<file path="src/rtl/ov7670_capture.sv">
// OV7670 byte-stream capture: pairs camera bytes into RGB565 pixels with linear
// frame addresses and flags lines or frames whose geometry is wrong.
module ov7670_capture #(
  parameter int H_PIX = 320,
  parameter int V_PIX = 240,
  parameter int AW    = 17
) (
  input  logic          I_CLK,
  input  logic          I_RST_N,
  input  logic          I_EN,
  input  logic          I_PCLK,
  input  logic          I_VSYNC,
  input  logic          I_HREF,
  input  logic [7:0]    I_DATA,
  output logic          O_PIX_VALID,
  output logic [15:0]   O_PIX_DATA,
  output logic [AW-1:0] O_PIX_ADDR,
  output logic          O_FRAME_DONE,
  output logic          O_LINE_ERR,
  output logic          O_FRAME_ERR,
  output logic          O_BUSY
);

  localparam int XW = $clog2(H_PIX + 2);
  localparam int YW = $clog2(V_PIX + 1);
  localparam logic [XW-1:0] X_END = XW'(H_PIX);
  localparam logic [XW-1:0] X_SAT = XW'(H_PIX + 1);
  localparam logic [YW-1:0] Y_END = YW'(V_PIX);

  typedef enum logic [1:0] {S_IDLE, S_VBLANK, S_ACTIVE} state_t;

  state_t        r_state;
  logic          r_pclk_d;
  logic          r_href_d;
  logic          r_phase;
  logic          r_armed;
  logic [7:0]    r_hi;
  logic [XW-1:0] r_x;
  logic [YW-1:0] r_y;
  logic [AW-1:0] r_addr;

  logic          w_tick;
  logic          w_line_end;
  logic          w_pix_ok;
  logic [YW-1:0] w_y_next;

  assign w_tick     = I_PCLK & ~r_pclk_d;
  assign w_line_end = w_tick & ~I_HREF & r_href_d;
  assign w_pix_ok   = (r_x < X_END) && (r_y < Y_END);
  // Line count as it will be after a line end landing in this same cycle.
  assign w_y_next   = (w_line_end && (r_y != Y_END)) ? r_y + YW'(1) : r_y;

  always_ff @(posedge I_CLK or negedge I_RST_N) begin
    if (!I_RST_N) begin
      r_state      <= S_IDLE;
      r_pclk_d     <= 1'b0;
      r_href_d     <= 1'b0;
      r_phase      <= 1'b0;
      r_armed      <= 1'b0;
      r_hi         <= '0;
      r_x          <= '0;
      r_y          <= '0;
      r_addr       <= '0;
      O_PIX_VALID  <= 1'b0;
      O_PIX_DATA   <= '0;
      O_PIX_ADDR   <= '0;
      O_FRAME_DONE <= 1'b0;
      O_LINE_ERR   <= 1'b0;
      O_FRAME_ERR  <= 1'b0;
      O_BUSY       <= 1'b0;
    end else begin
      r_pclk_d     <= I_PCLK;
      O_PIX_VALID  <= 1'b0;
      O_FRAME_DONE <= 1'b0;
      O_LINE_ERR   <= 1'b0;
      O_FRAME_ERR  <= 1'b0;
      case (r_state)
        S_IDLE: begin
          if (I_VSYNC) begin
            r_state <= S_VBLANK;
            r_armed <= 1'b1;
          end
        end
        // A frame starts only on a VSYNC fall seen with I_EN high; a fall with
        // I_EN low disarms until VSYNC is high again.
        S_VBLANK: begin
          if (I_VSYNC) begin
            r_armed <= 1'b1;
          end else if (r_armed) begin
            r_armed <= 1'b0;
            if (I_EN) begin
              r_state  <= S_ACTIVE;
              O_BUSY   <= 1'b1;
              r_x      <= '0;
              r_y      <= '0;
              r_addr   <= '0;
              r_phase  <= 1'b0;
              r_href_d <= 1'b0;
            end
          end
        end
        S_ACTIVE: begin
          if (w_tick) begin
            r_href_d <= I_HREF;
            if (I_HREF) begin
              if (!r_phase) begin
                r_hi    <= I_DATA;
                r_phase <= 1'b1;
              end else begin
                r_phase <= 1'b0;
                if (w_pix_ok) begin
                  O_PIX_VALID <= 1'b1;
                  O_PIX_DATA  <= {r_hi, I_DATA};
                  O_PIX_ADDR  <= r_addr;
                  r_addr      <= r_addr + AW'(1);
                end
                // x keeps counting past H_PIX (saturating) so over-long lines
                // are still reported at line end.
                if (r_x != X_SAT) r_x <= r_x + XW'(1);
              end
            end else if (r_href_d) begin
              O_LINE_ERR <= (r_x != X_END) || r_phase;
              r_x        <= '0;
              r_phase    <= 1'b0;
              r_y        <= w_y_next;
            end
          end
          if (I_VSYNC) begin
            r_state      <= S_VBLANK;
            r_armed      <= 1'b1;
            O_BUSY       <= 1'b0;
            O_FRAME_DONE <= 1'b1;
            O_FRAME_ERR  <= (w_y_next != Y_END);
          end
        end
        default: r_state <= S_IDLE;
      endcase
    end
  end

endmodule

</file>
<file path="config.mk">
export PLATFORM = sky130hd
export DESIGN_NAME = ov7670_capture
export DESIGN_NICKNAME = d
export VERILOG_FILES = /design/src/rtl/ov7670_capture.sv
export SDC_FILE = /design/constraint.sdc
export NUM_CORES = 1
export LEC_CHECK = 0
export ABC_CLOCK_PERIOD_IN_PS = 2100
export CAP_MARGIN = 30
export CORE_UTILIZATION = 57
export DETAILED_ROUTE_END_ITERATION = 6
export DONT_BUFFER_PORTS = 1
export HOLD_SLACK_MARGIN = 0.06
export PLACE_DENSITY = 0.81
export SYNTH_ARGS = -nofsm -noshare
export SYNTH_HDL_FRONTEND = slang
export SYNTH_SLANG_ARGS = --single-unit
</file>
<file path="constraint.sdc">
create_clock -name I_CLK -period 2.1 [get_ports I_CLK]
set_clock_uncertainty 0.2 [all_clocks]
set_input_delay 0.42 -clock I_CLK [delete_from_list [all_inputs] [get_ports I_CLK]]
set_output_delay 0.42 -clock I_CLK [all_outputs]
set_load 0.005 [all_outputs]
</file>
After elaboration in Yosys (flattened, before gate mapping)
Index checks and enable logic that the tools add are counted.
{"block": "word_totals", "register_bits": 86, "in_bits": 14, "word_cells": 124}
{"block": "op_classes", "add_sub_neg": 3, "order_cmp": 2, "n_eq_ne": 20, "n_mux": 60, "bitwise": 6, "n_reduce_logical": 17}
{"operator": "$mux 17", "count": 7}
{"operator": "$mux 9", "count": 8}
{"operator": "$mux 8", "count": 7}
{"operator": "$pmux 17 s2", "count": 1}
{"operator": "$mux 1", "count": 26}
{"operator": "$ne 2x2->1 const B", "count": 10}
{"operator": "$ne 9x9->1 const B", "count": 2}
{"operator": "$pmux 9 s2", "count": 1}
{"operator": "$add 17x1->17 const B", "count": 1}
{"operator": "$ne 8x8->1 const B", "count": 2}
{"operator": "$pmux 8 s2", "count": 1}
{"operator": "$reduce_and 8->1", "count": 2}
{"operator": "$reduce_and 5->1", "count": 3}
{"operator": "$add 9x1->9 const B", "count": 1}
{"operator": "$lt 9x9->1 const B", "count": 1}
{"operator": "$ne 3x3->1 const B", "count": 3}
{"operator": "$add 8x1->8 const B", "count": 1}
{"operator": "$lt 8x8->1 const B", "count": 1}
{"operator": "$mux 2", "count": 4}
{"operator": "$pmux 1 s2", "count": 4}
{"operator": "$reduce_and 4->1", "count": 2}
{"operator": "$reduce_and 7->1", "count": 1}
{"operator": "$reduce_and 6->1", "count": 1}
{"operator": "$pmux 2 s2", "count": 1}
{"operator": "11 further kinds", "count": 17}

Longest topological paths before layout
{"block": "logic_depth", "word_depth": 10, "mapped_depth": 7}

Worst setup path after synthesis
No wires, ideal clock.
{"block": "synth_timing", "path_type": "register to register", "from": "reg r_x[1]", "to": "reg r_x[8]", "setup_ns": 0.082, "arrival_ns": 1.683, "setup_slack_ns": 0.135, "path_stages_with_launch": 7, "synth_period_minus_slack_ns": 1.965, "path_cell_list": "dfrtp_1 inv_1 ha_1 or4b_2 o21ai_1 o21ai_0 a31oi_1"}
{"block": "synth_between", "elab_chain_len": 6}
{"item": "start, declared", "line": "38", "source": "logic [XW-1:0] r_x;"}
{"item": "start signal, assigned", "line": "119", "source": "if (r_x != X_SAT) r_x <= r_x + XW'(1);"}
{"item": "$add 9x1->9", "line": "119"}
{"item": "$mux 9", "line": "119"}
{"item": "$mux 9", "line": "106", "source": "if (!r_phase) begin"}
{"item": "$mux 9", "line": "105", "source": "if (I_HREF) begin"}
{"item": "$mux 9", "line": "103", "source": "if (w_tick) begin"}
{"item": "$pmux 9 s2", "line": "77", "source": "case (r_state)"}
Several ways; a longest one is shown, not always the timed one. The select of a mux whose other input is x is not followed.
A chain may end at the register's enable or synchronous reset.

Final worst setup path
{"block": "layout_timing", "from": "reg r_state[1]", "to": "reg r_x[3]"}
{"block": "layout_between", "elab_chain_len": 3}
{"item": "start, declared", "line": "32", "source": "state_t r_state;"}
{"item": "start signal, assigned", "line": "55", "source": "r_state <= S_IDLE;"}
{"item": "start signal, assigned", "line": "80", "source": "r_state <= S_VBLANK;"}
{"item": "start signal, assigned", "line": "92", "source": "r_state <= S_ACTIVE;"}
{"item": "$eq 2x2->1 / $eq 2x1->1 (equally long branches)", "line": "77"}
{"item": "$ne 3x3->1 (no line) (tied with other cells)"}
{"item": "$reduce_and 8->1 (no line)"}
Several ways; a longest one is shown, not always the timed one.

==> qor.tcl <==
set qor(outcome) {finished, violations left}
set qor(failing_checks) {hold timing}
set qor(drt-pass1-iter-count) 6
set qor(hp-class) {in -> async}
set qor(clock_root_cell) {clkbuf_8}
set qor(pin_count_of_the_biggest_net_entering_global_routing) 87
set qor(drc) 0
set qor(netlist_instances) 374
set qor(ir_worst_vdd_mv) 0.300
set qor(ys.flop_type) {dfrtp_1}
set qor(rows) 31
set qor(grt_antenna_before_repair) 0
set qor(die_area_um2) 7880
set qor(dieWidth_um) 88.8
set qor(core-area_um2) 7250
set qor(max_clock_freq_mhz) 493
set qor(h-tree-depth) 3
set qor(clk-insertion-delay-late_ns) 0.37
set qor(postSynthRegisterBits) 86
set qor(finalSetupViolations) 0
set qor(async_flop_share_pct) 100
set qor(power_mw) 3.22
set qor(gp_congestion) 0.958
set qor(routed-via-count) 3105
set qor(fin_worst_hold_slack_ns) -0.468
set qor(worst_slew_pin_slew_ns) 0.554
set qor(postSynthAreaPerCell_um2) 11.5
set qor(net-switching-power_mw) 0.868
set qor(postRouteWirelength_mm) 8.80
set qor(yosys_cell_types) 63
set qor(clock_tree_from_tritoncts) {done}
set qor(arrival_ns) 2.05
set qor(synth_largest_area_cell) {dfrtp_1}
set qor(cellPowerDensity_nw_per_um2) 672
set qor(combinationalPowerShare_pct) 9.6
set qor(seq_area_frac_synth_pct) 50.1
set qor(cts_buffers) 9
set qor(ios) 52
set qor(switching_share_pct) 26.9
set qor(netlist_area_um2) 4290
set qor(ctsHoldBuffers) 10
set qor(cp.required_ns) 2.12
set qor(final_common_cell) {dfrtp_1}
set qor(wl_per_cell_um) 17.5
set qor(layout.filler_cells) 536
set qor(drv.max_cap_violation_count) 0
set qor(worst_setup_hold_path_clk_slew_ns) 0.09
set qor(floorplan.initialDensity_pct) 59.2
set qor(number_of_flops_mapped_to_enable_cells_by_yosys) 0
set qor(timing.final.hold_violations) 86
set qor(grtUsageTotal_pct) 23.0
set qor(report.final.slew_viol_count) 0
set qor(endpoint_kind) {register}
set qor(reg2reg_from) {r_state[1]}
set qor(critical_path.startpoint_type) {register}
set qor(fin_crit_ns) 2.03
set qor(ant_nets) 0
set qor(antenna_cells) 0
set qor(layout-drive-gt1-share_pct) 22.7
set qor(detailedPlacementHpwl_mm) 5.80
set qor(dr.first_iter.drc_count) 292
set qor(post_synth_main_area_contributors) {dfrtp_1 (50%), mux2_4 (9.1%), mux2i_1 (4.2%), mux2_2 (3.9%), nand2_1 (3.1%)}
set qor(yosys_warnings) 0
set qor(slew-limit-headroom_pct) 63.0
set qor(power.share.sequential_pct) 56.6
set qor(critical_path_class) {reg -> reg}
set qor(die_height_um) 88.8
set qor(layout_common_cells) {dfrtp_1 (86), nand2_1 (35), mux2_4 (26)}
set qor(cts.path.max_buffers) 2
set qor(power.clock.fraction_pct) 33.8
set qor(final.setup.tns_ns) 0
set qor(grt_pass1_wl_mm) 13.8
set qor(p_int_mw) 2.36
set qor(clock_sink_count) 86
set qor(leakage_nw) 2.27
set qor(final_core_util_pct) 66.1
set qor(setup.worst_path.start) {r_state[1]}
set qor(period_share_pct) 96.6
set qor(drt-vias-per-instance) 6.16
set qor(gr_overflow_total) 0
set qor(yosys.area.top_type_share_pct) 50.1
set qor(port-buffer-count) 0
set qor(synth_net_count) 394
set qor(crit_fanout) 6
set qor(nNetsFinal) 420
set qor(grt_pass1_vias) 2977
set qor(area_growth_syn_to_layout_pct) 11.6
power groups by stage:
stage / registers [mW] / clock network (mW) / logic (mW)
finish: 1.82 / 1.09 / 0.310
CTS: 1.82 / 1.10 / 0.301
detailed placement: 1.85 / 0 / 0.281
global placement: 1.84 / 0 / 0.265
floorplan: 1.83 / 0 / 0.211
global route: 1.83 / 1.16 / 0.335
state kept, by name, summed over array words and instances, names as in the netlist, 2 cells and up:
register and count:
r_addr 17, r_y 8, r_hi 8, r_x 9
O_PIX_DATA 16, O_PIX_ADDR 17, r_state 2
cell type report:
| cell class | instances | area [µm²] | share of cell area, % |
|---|---|---|---|
| Multi-Input combinational cell | 255 | 2000 | 41.8 |
| Timing Repair Buffer | 31 | 270 | 5.64 |
| Sequential cell | 86 | 2150 | 44.9 |
| Tap cell | 99 | 124 | 2.58 |
| Clock inverter | 6 | 43.8 | 0.914 |
| Clock buffer | 10 | 138 | 2.87 |
| Inverter | 17 | 63.8 | 1.33 |
final timing paths:
kind / endpoint / slack, ns / depth (start not counted)
min in group I_CLK: r_armed / 0.08 / 2
worst min-delay path: O_PIX_ADDR[5] / -0.47 / 0
worst min register to register: O_PIX_DATA[13] / 0.30 / 1
worst max register to register: r_x[3] / 0.07 / 5
worst max-delay path: r_x[3] / 0.07 / 5
max in group asynchronous: O_FRAME_DONE / 2.05 / 0
critical path: stages, from the launching register on:
cell	delay, ns
dfrtp_1	0.44
nor3b_1	0.30
a22oi_1	0.22
buf_4	0.21
o31ai_1	0.36
o41ai_1	0.16
timing repair:
item,in CTS,in global routing
setup endpoints to repair,2,4
setup buffers,0,1
gates resized for setup,1,3
endpoints found under the hold margin,106,86
cells by family (layout without fill, tap and decap cells):
| kind of cell | Yosys count | count (layout) | synth area share, % |
|---|---|---|---|
| simple gates | 129 | 129 | 17.5 |
| flops | 86 | 86 | 50.1 |
| compound gates | 59 | 59 | 9.32 |
| mux | 59 | 59 | 17.2 |
| buf+inv | 33 | 64 | 3.70 |
| fa+ha+maj | 6 | 6 | 1.75 |
| xor+xnor | 2 | 2 | 0.408 |
per-layer routing:
metal  vias to the layer above  GRT usage [%]  share of wire, %
met3                        31           4.57               4.5
li1                       1425              -                 -
met4                         0           10.7               2.9
met2                       107           39.6                51
met1                      1542           27.9                42
met5                         -              0                 0
synth_stat cells, types with 2 or more instances:
master,instances
dfrtp_1,86
nand2_1,35
mux2_4,26
mux2i_1,18
inv_1,17
mux2_2,15
nand2b_1,15
nand3_1,11
o21ai_0,11
nor3_1,10
nor4_1,10
clkbuf_1,9
a21oi_1,7
nand4_1,7
nor2_1,7
ha_1,6
a31oi_1,5
and3_1,5
a211o_1,4
a211oi_1,4
buf_6,4
o21ai_1,4
o31ai_1,4
and2_1,3
and4_1,3
o211ai_1,3
or4_1,3
a21o_1,2
nand3b_1,2
nand4b_1,2
o22ai_1,2
o31a_1,2
o41ai_1,2
stage by stage:
| step | worst slack [ns] | area (µm²) | std cells |
|---|---|---|---|
| floorplan | 0.135 | 4290 | 374 |
| detailed placement | -0.0122 | 4490 | 477 |
| CTS | -0.0232 | 4770 | 503 |
| finish | 0.0710 | 4790 | 504 |
| global placement | 0.0810 | 4490 | 477 |
| global route | -0.0758 | 4790 | 504 |
No activity file was read; power rests on OpenSTA's default activity.
